**config.mk**
```make
export PLATFORM = sky130hd
export DESIGN_NAME = data_path
export DESIGN_NICKNAME = d
export VERILOG_FILES = /design/src/rtl/data_path.sv
export SDC_FILE = /design/constraint.sdc
export NUM_CORES = 1
export LEC_CHECK = 0
export ABC_AREA = 0
export BUFFER_PORTS_ARGS = -buffer_cell sky130_fd_sc_hd__buf_2
export CAP_MARGIN = 5
export CORE_MARGIN = 2
export CORE_UTILIZATION = 30
export CTS_CLUSTER_SIZE = 25
export DETAILED_ROUTE_END_ITERATION = 6
export GPL_TIMING_DRIVEN = 0
export PLACE_DENSITY = 0.55
export SLEW_MARGIN = 20
export SYNTH_ARGS = -nofsm -noshare
export SYNTH_HDL_FRONTEND = slang
export SYNTH_SLANG_ARGS = --single-unit
```
**constraint.sdc**
```tcl
create_clock -name clk -period 8.4 [get_ports clk]
set_input_delay 1.68 -clock clk [delete_from_list [all_inputs] [get_ports clk]]
set_output_delay 1.68 -clock clk [all_outputs]
set_load 0.03 [all_outputs]
```
**src/rtl/data_path.sv**
```systemverilog


module data_path #(
  parameter int WIDTH = 16
) (
  input  logic             clk,
  input  logic             reset,
  input  logic [15:0]      opCode,
  input  logic             cin,
  output logic [4:0]       flags,
  output logic [WIDTH-1:0] rout
);

  localparam logic [3:0] OP_AND  = 4'b0001;
  localparam logic [3:0] OP_OR   = 4'b0010;
  localparam logic [3:0] OP_XOR  = 4'b0011;
  localparam logic [3:0] OP_ADD  = 4'b0101;
  localparam logic [3:0] OP_ADDC = 4'b0111;
  localparam logic [3:0] OP_SUB  = 4'b1001;
  localparam logic [3:0] OP_CMP  = 4'b1011;
  localparam logic [3:0] OP_MOV  = 4'b1101;

  localparam int FLAG_F = 4;
  localparam int FLAG_C = 3;
  localparam int FLAG_L = 2;
  localparam int FLAG_Z = 1;
  localparam int FLAG_N = 0;

  typedef enum logic [2:0] {
    K_NOP,
    K_ADD,
    K_SUB,
    K_CMP,
    K_MOV,
    K_LOG
  } kind_t;

  function automatic logic [WIDTH-1:0] sign_ext(input logic [7:0] imm);
    return {{(WIDTH-8){imm[7]}}, imm};
  endfunction

  function automatic logic [WIDTH-1:0] zero_ext(input logic [7:0] imm);
    return {{(WIDTH-8){1'b0}}, imm};
  endfunction

  // Two's-complement overflow: same-signed operands giving a result of the
  // other sign for addition; differently-signed operands whose result sign
  // departs from the minuend for subtraction.
  function automatic logic add_ovf(input logic [WIDTH-1:0] x,
                                   input logic [WIDTH-1:0] y,
                                   input logic [WIDTH-1:0] r);
    return (x[WIDTH-1] == y[WIDTH-1]) && (r[WIDTH-1] != x[WIDTH-1]);
  endfunction

  function automatic logic sub_ovf(input logic [WIDTH-1:0] x,
                                   input logic [WIDTH-1:0] y,
                                   input logic [WIDTH-1:0] r);
    return (x[WIDTH-1] != y[WIDTH-1]) && (r[WIDTH-1] != x[WIDTH-1]);
  endfunction

  logic [WIDTH-1:0] regs [16];

  logic [3:0]        op;
  logic [3:0]        rd_idx;
  logic [3:0]        ext;
  logic [3:0]        rs_idx;
  logic [7:0]        imm8;
  logic              is_rtype;
  logic [3:0]        sel;
  kind_t             kind;
  logic              use_cin;
  logic              sign_imm;
  logic [WIDTH-1:0]  opa;
  logic [WIDTH-1:0]  opb;
  logic signed [WIDTH-1:0] opa_s;
  logic signed [WIDTH-1:0] opb_s;
  logic [WIDTH:0]    sum;
  logic [WIDTH:0]    diff;
  logic [WIDTH-1:0]  res;
  logic              wr_en;
  logic [4:0]        flags_nxt;

  // Decode: R-type takes its operation from ext, immediates from op.
  // Anything unlisted (including op 0000 with an unknown ext, or an
  // unknown word) falls to the default and becomes a NOP.
  always_comb begin
    op       = opCode[15:12];
    rd_idx   = opCode[11:8];
    ext      = opCode[7:4];
    rs_idx   = opCode[3:0];
    imm8     = opCode[7:0];
    is_rtype = (op == 4'b0000);
    sel      = is_rtype ? ext : op;
    kind     = K_NOP;
    use_cin  = 1'b0;
    sign_imm = 1'b0;
    case (sel)
      OP_ADD:  begin kind = K_ADD; sign_imm = 1'b1; end
      OP_ADDC: begin kind = K_ADD; sign_imm = 1'b1; use_cin = 1'b1; end
      OP_SUB:  begin kind = K_SUB; sign_imm = 1'b1; end
      OP_CMP:  begin kind = K_CMP; sign_imm = 1'b1; end
      OP_MOV:  kind = K_MOV;
`ifdef DATAPATH_LOGIC_OPS_EN
      OP_AND, OP_OR, OP_XOR: kind = K_LOG;
`endif
      default: kind = K_NOP;
    endcase
  end

  // Operand fetch: combinational register reads, so Rdest == Rsrc sees the
  // pre-edge value and a dependent instruction next cycle sees the update.
  always_comb begin
    opa = regs[rd_idx];
    if (is_rtype) begin
      opb = regs[rs_idx];
    end else if (sign_imm) begin
      opb = sign_ext(imm8);
    end else begin
      opb = zero_ext(imm8);
    end
    opa_s = opa;
    opb_s = opb;
    sum   = {1'b0, opa} + {1'b0, opb} + {{WIDTH{1'b0}}, use_cin & cin};
    diff  = {1'b0, opa} - {1'b0, opb};
  end

  // Execute: result, write enable and next flag state. Flags not touched by
  // an operation keep their registered value.
  always_comb begin
    res       = '0;
    wr_en     = 1'b0;
    flags_nxt = flags;
    case (kind)
      K_ADD: begin
        res               = sum[WIDTH-1:0];
        wr_en             = 1'b1;
        flags_nxt[FLAG_C] = sum[WIDTH];
        flags_nxt[FLAG_F] = add_ovf(opa, opb, sum[WIDTH-1:0]);
        flags_nxt[FLAG_Z] = (sum[WIDTH-1:0] == '0);
        flags_nxt[FLAG_N] = sum[WIDTH-1];
      end
      K_SUB: begin
        res               = diff[WIDTH-1:0];
        wr_en             = 1'b1;
        // Bit WIDTH of the widened difference is the borrow.
        flags_nxt[FLAG_C] = diff[WIDTH];
        flags_nxt[FLAG_F] = sub_ovf(opa, opb, diff[WIDTH-1:0]);
        flags_nxt[FLAG_Z] = (diff[WIDTH-1:0] == '0);
        flags_nxt[FLAG_N] = diff[WIDTH-1];
      end
      K_CMP: begin
        flags_nxt[FLAG_Z] = (opa == opb);
        flags_nxt[FLAG_L] = (opa < opb);
        flags_nxt[FLAG_N] = (opa_s < opb_s);
      end
      K_MOV: begin
        res   = opb;
        wr_en = 1'b1;
      end
`ifdef DATAPATH_LOGIC_OPS_EN
      K_LOG: begin
        case (sel[1:0])
          2'b01:   res = opa & opb;
          2'b10:   res = opa | opb;
          default: res = opa ^ opb;
        endcase
        wr_en             = 1'b1;
        flags_nxt[FLAG_Z] = (res == '0);
        flags_nxt[FLAG_N] = res[WIDTH-1];
      end
`endif
      default: begin
        res       = '0;
        wr_en     = 1'b0;
        flags_nxt = flags;
      end
    endcase
  end

  // Writeback stage: register file, flags and rout update on one edge.
  always_ff @(posedge clk or negedge reset) begin
    if (!reset) begin
      for (int i = 0; i < 16; i++) begin
        regs[i] <= '0;
      end
      flags <= '0;
      rout  <= '0;
    end else begin
      flags <= flags_nxt;
      if (wr_en) begin
        regs[rd_idx] <= res;
        rout         <= res;
      end
    end
  end

endmodule

```
# After elaboration in Yosys (flattened, before gate mapping)

Index checks and enable logic that the tools add are counted.

Logic and storage cells: 75
Input port bits: 19
Output and inout port bits: 21
Bits in registers: 277

Reduce and logical (&&, ||, !) cells: 11
$add $sub $neg: 3
Bitwise gates (word level): 3
Order comparisons: 5
Eq/ne operators: 14
Muxes and demuxes: 19

Operators with widths:

| kind               | count |
|---|---|
| $bwmux 256         | 1 |
| $bmux 16 s4        | 2 |
| $mux 16            | 7 |
| $demux 16 s4       | 1 |
| $pmux 16 s3        | 1 |
| $logic_not 16->1   | 2 |
| $lt 16x16->1       | 2 |
| $add 16x16->17     | 1 |
| $add 17x1->17      | 1 |
| $sub 16x16->17     | 1 |
| $eq 16x16->1       | 1 |
| $eq 4x4->1 const B | 3 |
| $pmux 3 s4         | 1 |
| $ge 5x5->1 const B | 2 |
| $not 4->5          | 2 |
| $eq 4x3->1 const B | 2 |
| $eq 3x2->1 const B | 2 |
| $pmux 2 s3         | 1 |
| $lt 5x1->1 const B | 1 |
| $logic_not 4->1    | 1 |
| $mux 4             | 1 |
| $pmux 2 s2         | 1 |
| $reduce_or 4->1    | 1 |
| $eq 3x1->1 const B | 1 |
| other kinds (10)   | 16 |

# Depth between registers and ports, before layout

Depth after elaboration: 12
Mapped depth: 20
Gate-level depth less buffers: 17

# Worst setup path after synthesis

No wires, ideal clock.

Kind: input to register
Start: input opCode[8]
End: register regs[206] in the netlist's numbering
Stages on the path: 18
Buffers on the path: 4
Arrival time: 6591 ps
Library setup time: 133 ps
Data required time: 8267 ps
Path slack: 1676 ps
Path through: clkbuf_1 buf_2 buf_1 mux4_2 mux4_2 inv_1 ha_1 inv_1 fa_1 a21o_1 a221oi_2 o41ai_1 o31a_1 a21boi_2 xnor2_1 a222oi_1 buf_6 a21oi_2

Word-level cells in the longest chain between the ends: 8
Elaborated cells between the ends (all ways): 14
Classes of those cells: add/sub: 3; order compare: 2; mux: 7; bitwise: 1; reduce/logical: 1

RTL lines:

| element                                     | RTL line | source |
|---|---|---|
| start, declared                             | 8        | `input logic [15:0] opCode,` |
| $not 4->5 (implied by the code) *           | 113, 191 |  |
| $bmux 16 s4                                 | 113      | `opa = regs[rd_idx];` |
| $mux 16 (implied by the code) (2 in series) | 113      |  |
| $add 16x16->17                              | 123      | `sum = {1'b0, opa} + {1'b0, opb} + {{WIDTH{1'b0}}, use_cin & cin};` |
| $add 17x1->17                               | 123      |  |
| $pmux 16 s3                                 | 133      | `case (kind)` |
| $bwmux 256 *                                | 191      | `regs[rd_idx] <= res;` |
| end signal, assigned by index               | 191      |  |
| end, declared                               | 61       | `logic [WIDTH-1:0] regs [16];` |

Mark *: on every way between the ends. The rest lies on a longest branch, timed or not. The select of a mux whose other input is x is not followed.
A chain may end at the register's enable or synchronous reset.

# Worst setup path in the final report

Start: input opCode[8]
End: register regs[222] in the netlist's numbering

The elaborated chain is that of the path after synthesis.

==> impl_results.md <==
* Dpl hpwl at ~43000 µm
* Critical Path End Type: flip-flop
* Filler Cell Count at about 5300
* Power Density at 262 nW/µm²
* FF-to-FF Start: regs[197]
* Min Hold Slack at around 0.48 ns
* Post-CTS sizing at 0
* Clock sinks at approximately 280
* Total power at between 4 and 5 mW
* Comb pwr share at 0.313
* Detail Route Antenna Nets at 0
* Syn Std Cell Area at approximately 16000 µm²
* Post-layout min period at 7.69 ns
* Share of cells above drive strength 1 at 0.196
* Setup bufs post-CTS at 0
* Fin. Hold Viols at 0
* Via count at 12815
* WHS Path Cells at 2
* Sequential area share after synthesis at 0.433
* Unique cell type count in the Yosys netlist at 70
* Min-Delay Startpoint: rout[1]
* Slew HR at 0.188
* WL final at around 56000 µm
* ANT cells at 0
* Max-slew violation count at 0
* Initial antenna violation count at 0
* I/O Buffers at 31
* R2R Path End: regs[222]
* Final nets at 1608
* Status: finished, violations left
* Failing checks: DRC
* Crit path max fanout at 10
* CTS H-tree lvls at 1
* M1 wire length at 24200 µm
* CTS buffer count at 31
* WL/cell at between 20 and 25 µm
* Worst-margin pin slew at ~1.2 ns
* Sequential power share at 0.383
* First-pass GRT wire length at 84500 µm
* Yosys warnings at 0
* Post-CTS Hold Buffers at 0
* Max Cap Viol at 0
* R2R Setup Slk at between 2 and 3 ns
* Total grt overflow at 0
* Internal Power at 3.08 mW
* TritonCTS clock tree: built
* P&R area growth vs syn at 13.8%
* WHS Endpoint: rout[1]
* Met3 WL at approximately 4400 µm
* DR top layer: met4
* FF+latch area at between 6000 and 7000 µm²
* Avg Synthesized Cell Area at between 10 and 15 µm²
* Largest net degree at the start of global routing at 92
* Ys async rst share at 1.00
* Met2 wire len at 25800 µm
* EDFF count, synth at 0
* Final setup viols at 0
* Drt first pass iters at 7
* Max VDD drop at between 0.15 and 0.2 mV
* RSZ-0062 raised after global routing: no
* Vias per inst at about 5.7
* Synth Flop Type: dfrtp_1
* Initial Util at 0.304
* Cells after synthesis at about 1500
* Max clock buf depth at 3
* DRC Markers at 4
* LEAKAGE at about 7.5 nW
* Fmax at roughly 0.13 GHz
* Number of global-route vias before repair at between 10000 and 15000
* Core ar. at ~53000 µm²
* P_sw at about 1.7 mW
* Iter 0 DRT Violations at around 1500
* Multi-input combinational cell area at 8340 µm²
* Clock transition at the registers of the reported paths at roughly 0.06 ns
* Sw Ratio at 0.353
* Syn Nets at 1535
* Worst Path Class, Setup: input pin to flip-flop
* Flops & latches, synth at around 280
* Period utilization at 0.915
* Die Span Y at roughly 230 µm
* R2r worst-path depth at 16
* Die Wd at between 200 and 250 µm
* Clock network fraction of total power at 0.303
* Clock latency on the worst-skew pair at 0.60 ns
* Gpl congestion at approximately 0.96
* Clock Tree Root: clkbuf_16
* CP required at 8.86 ns
* Arr. time, crit path at approximately 8.2 ns
* Full die area at around 55000 µm²
* Global-route usage over all layers at 0.201
* # IOs at 40
* CP startpoint kind: input pin
* Hold crit path type: flip-flop to flip-flop
* Row cnt at 84
* Clock Skew at 0.0165 ns
==> cell type report <==
cell class | instances | area share
sequential | 277 | 0.381
timing repair buffer | 40 | 0.0153
buffer | 129 | 0.0318
tap | 688 | 0.0473
clock buffer | 48 | 0.0505
inverter | 40 | 0.00825
clock inverter | 10 | 0.00790
multi-input combinational | 1036 | 0.458
==> cell usage in the layout, fill, tap and decap left out, drive strengths merged, types with 5 or more instances in the layout <==
cell type / n
dfrtp: 277
clkbuf: 129
inv: 42
a21oi: 164
xor2: 8
mux4: 151
o21bai: 6
nand2: 156
nor2b: 12
a211oi: 12
a31oi: 9
a222oi: 6
o21ai: 143
xnor2: 22
buf: 88
nand3: 10
nor2: 185
nor4: 5
nand2b: 8
ha: 31
a221oi: 10
clkinv: 5
nor3: 13
o31ai: 5
a21o: 7
mux2i: 13
==> routing by layer <==
layer / global-route usage / vias to the layer above
li1: - / 5563
met1: 0.283 / 6538
met2: 0.319 / 617
met3: 0.0359 / 97
met4: 0.0526 / 0
met5: 0 / -
==> worst max path at each step <==
stage | end | startpoint | slack [ns] | depth (start not counted)
detailed placement | regs[175] | opCode[8] | 0.09 | 16
global placement | regs[206] | opCode[8] | -0.24 | 15
finish | regs[222] | opCode[8] | 0.71 | 16
global route | rout[15] | opCode[8] | 0.28 | 17
floorplan | regs[206] | opCode[8] | 1.68 | 18
CTS | rout[15] | opCode[8] | 0.69 | 16
==> cell usage after synthesis, types with 10 or more instances <==
| library cell | count | share of area |
|---|---|---|
| a21oi_1 | 154 | 0.048 |
| nand2_1 | 156 | 0.037 |
| inv_1 | 39 | 0.0092 |
| a211oi_1 | 12 | 0.0056 |
| dfrtp_1 | 277 | 0.43 |
| buf_1 | 12 | 0.0028 |
| o21ai_0 | 134 | 0.042 |
| nand3_1 | 10 | 0.0031 |
| nor3_1 | 13 | 0.0041 |
| mux4_2 | 151 | 0.21 |
| nor2b_1 | 12 | 0.0047 |
| ha_1 | 31 | 0.024 |
| clkbuf_1 | 79 | 0.019 |
| buf_2 | 27 | 0.0084 |
| a21oi_2 | 10 | 0.0055 |
| xnor2_1 | 22 | 0.012 |
| nor2_1 | 185 | 0.043 |
| mux2i_1 | 13 | 0.0081 |
==> metrics by stage <==
stage	setup TNS, ns	worst slack [ns]	util	std cells	instance area (µm²)
after floorplan	0	1.68	-	1482	16000
after CTS	0	0.693	0.345	2266	18200
after detailed placement	0	0.0850	0.325	2208	17100
final	0	0.714	0.346	2268	18200
after global placement	-3.48	-0.244	0.323	2201	17000
after global routing	0	0.285	0.346	2268	18200
==> power groups by stage <==
stage	Combinational, mW	Clock [mW]	Sequential (mW)
after floorplan	0.987	0	1.81
after global placement	1.43	0	1.82
after detailed placement	1.46	0	1.84
after CTS	1.47	1.46	1.82
after global routing	1.61	1.52	1.86
final	1.49	1.45	1.83
==> logic make-up (layout without fill, tap and decap cells) <==
kind of cell	Yosys count	count (layout)	synth area share
adder cells (fa/ha/maj)	34	34	0.0280
XOR/XNOR	30	30	0.0164
buffers and inverters	169	267	0.0455
AO/OA/AOI/OAI	394	394	0.147
AND/OR/NAND/NOR	412	412	0.107
multiplexers	166	166	0.222
flip-flops	277	277	0.433
==> worst max-delay path, stage by stage <==
cell and delay [ns]:
clkbuf_1 0.35, buf_2 0.37, buf_1 0.80, mux4_2 0.63, mux4_2 0.52, ha_1 0.49
inv_1 0.26, a221oi_1 0.55, a2111oi_2 0.17, o41ai_1 0.60, o21ai_1 0.23, xnor2_1 0.22
a222oi_1 0.66, buf_2 0.32, buf_6 0.19, a21oi_2 0.07
==> state kept, by name, summed over array words and instances, names as in the netlist <==
register / count
regs: 256
rout: 16
flags: 5
Power figures use the tool's default switching activity.
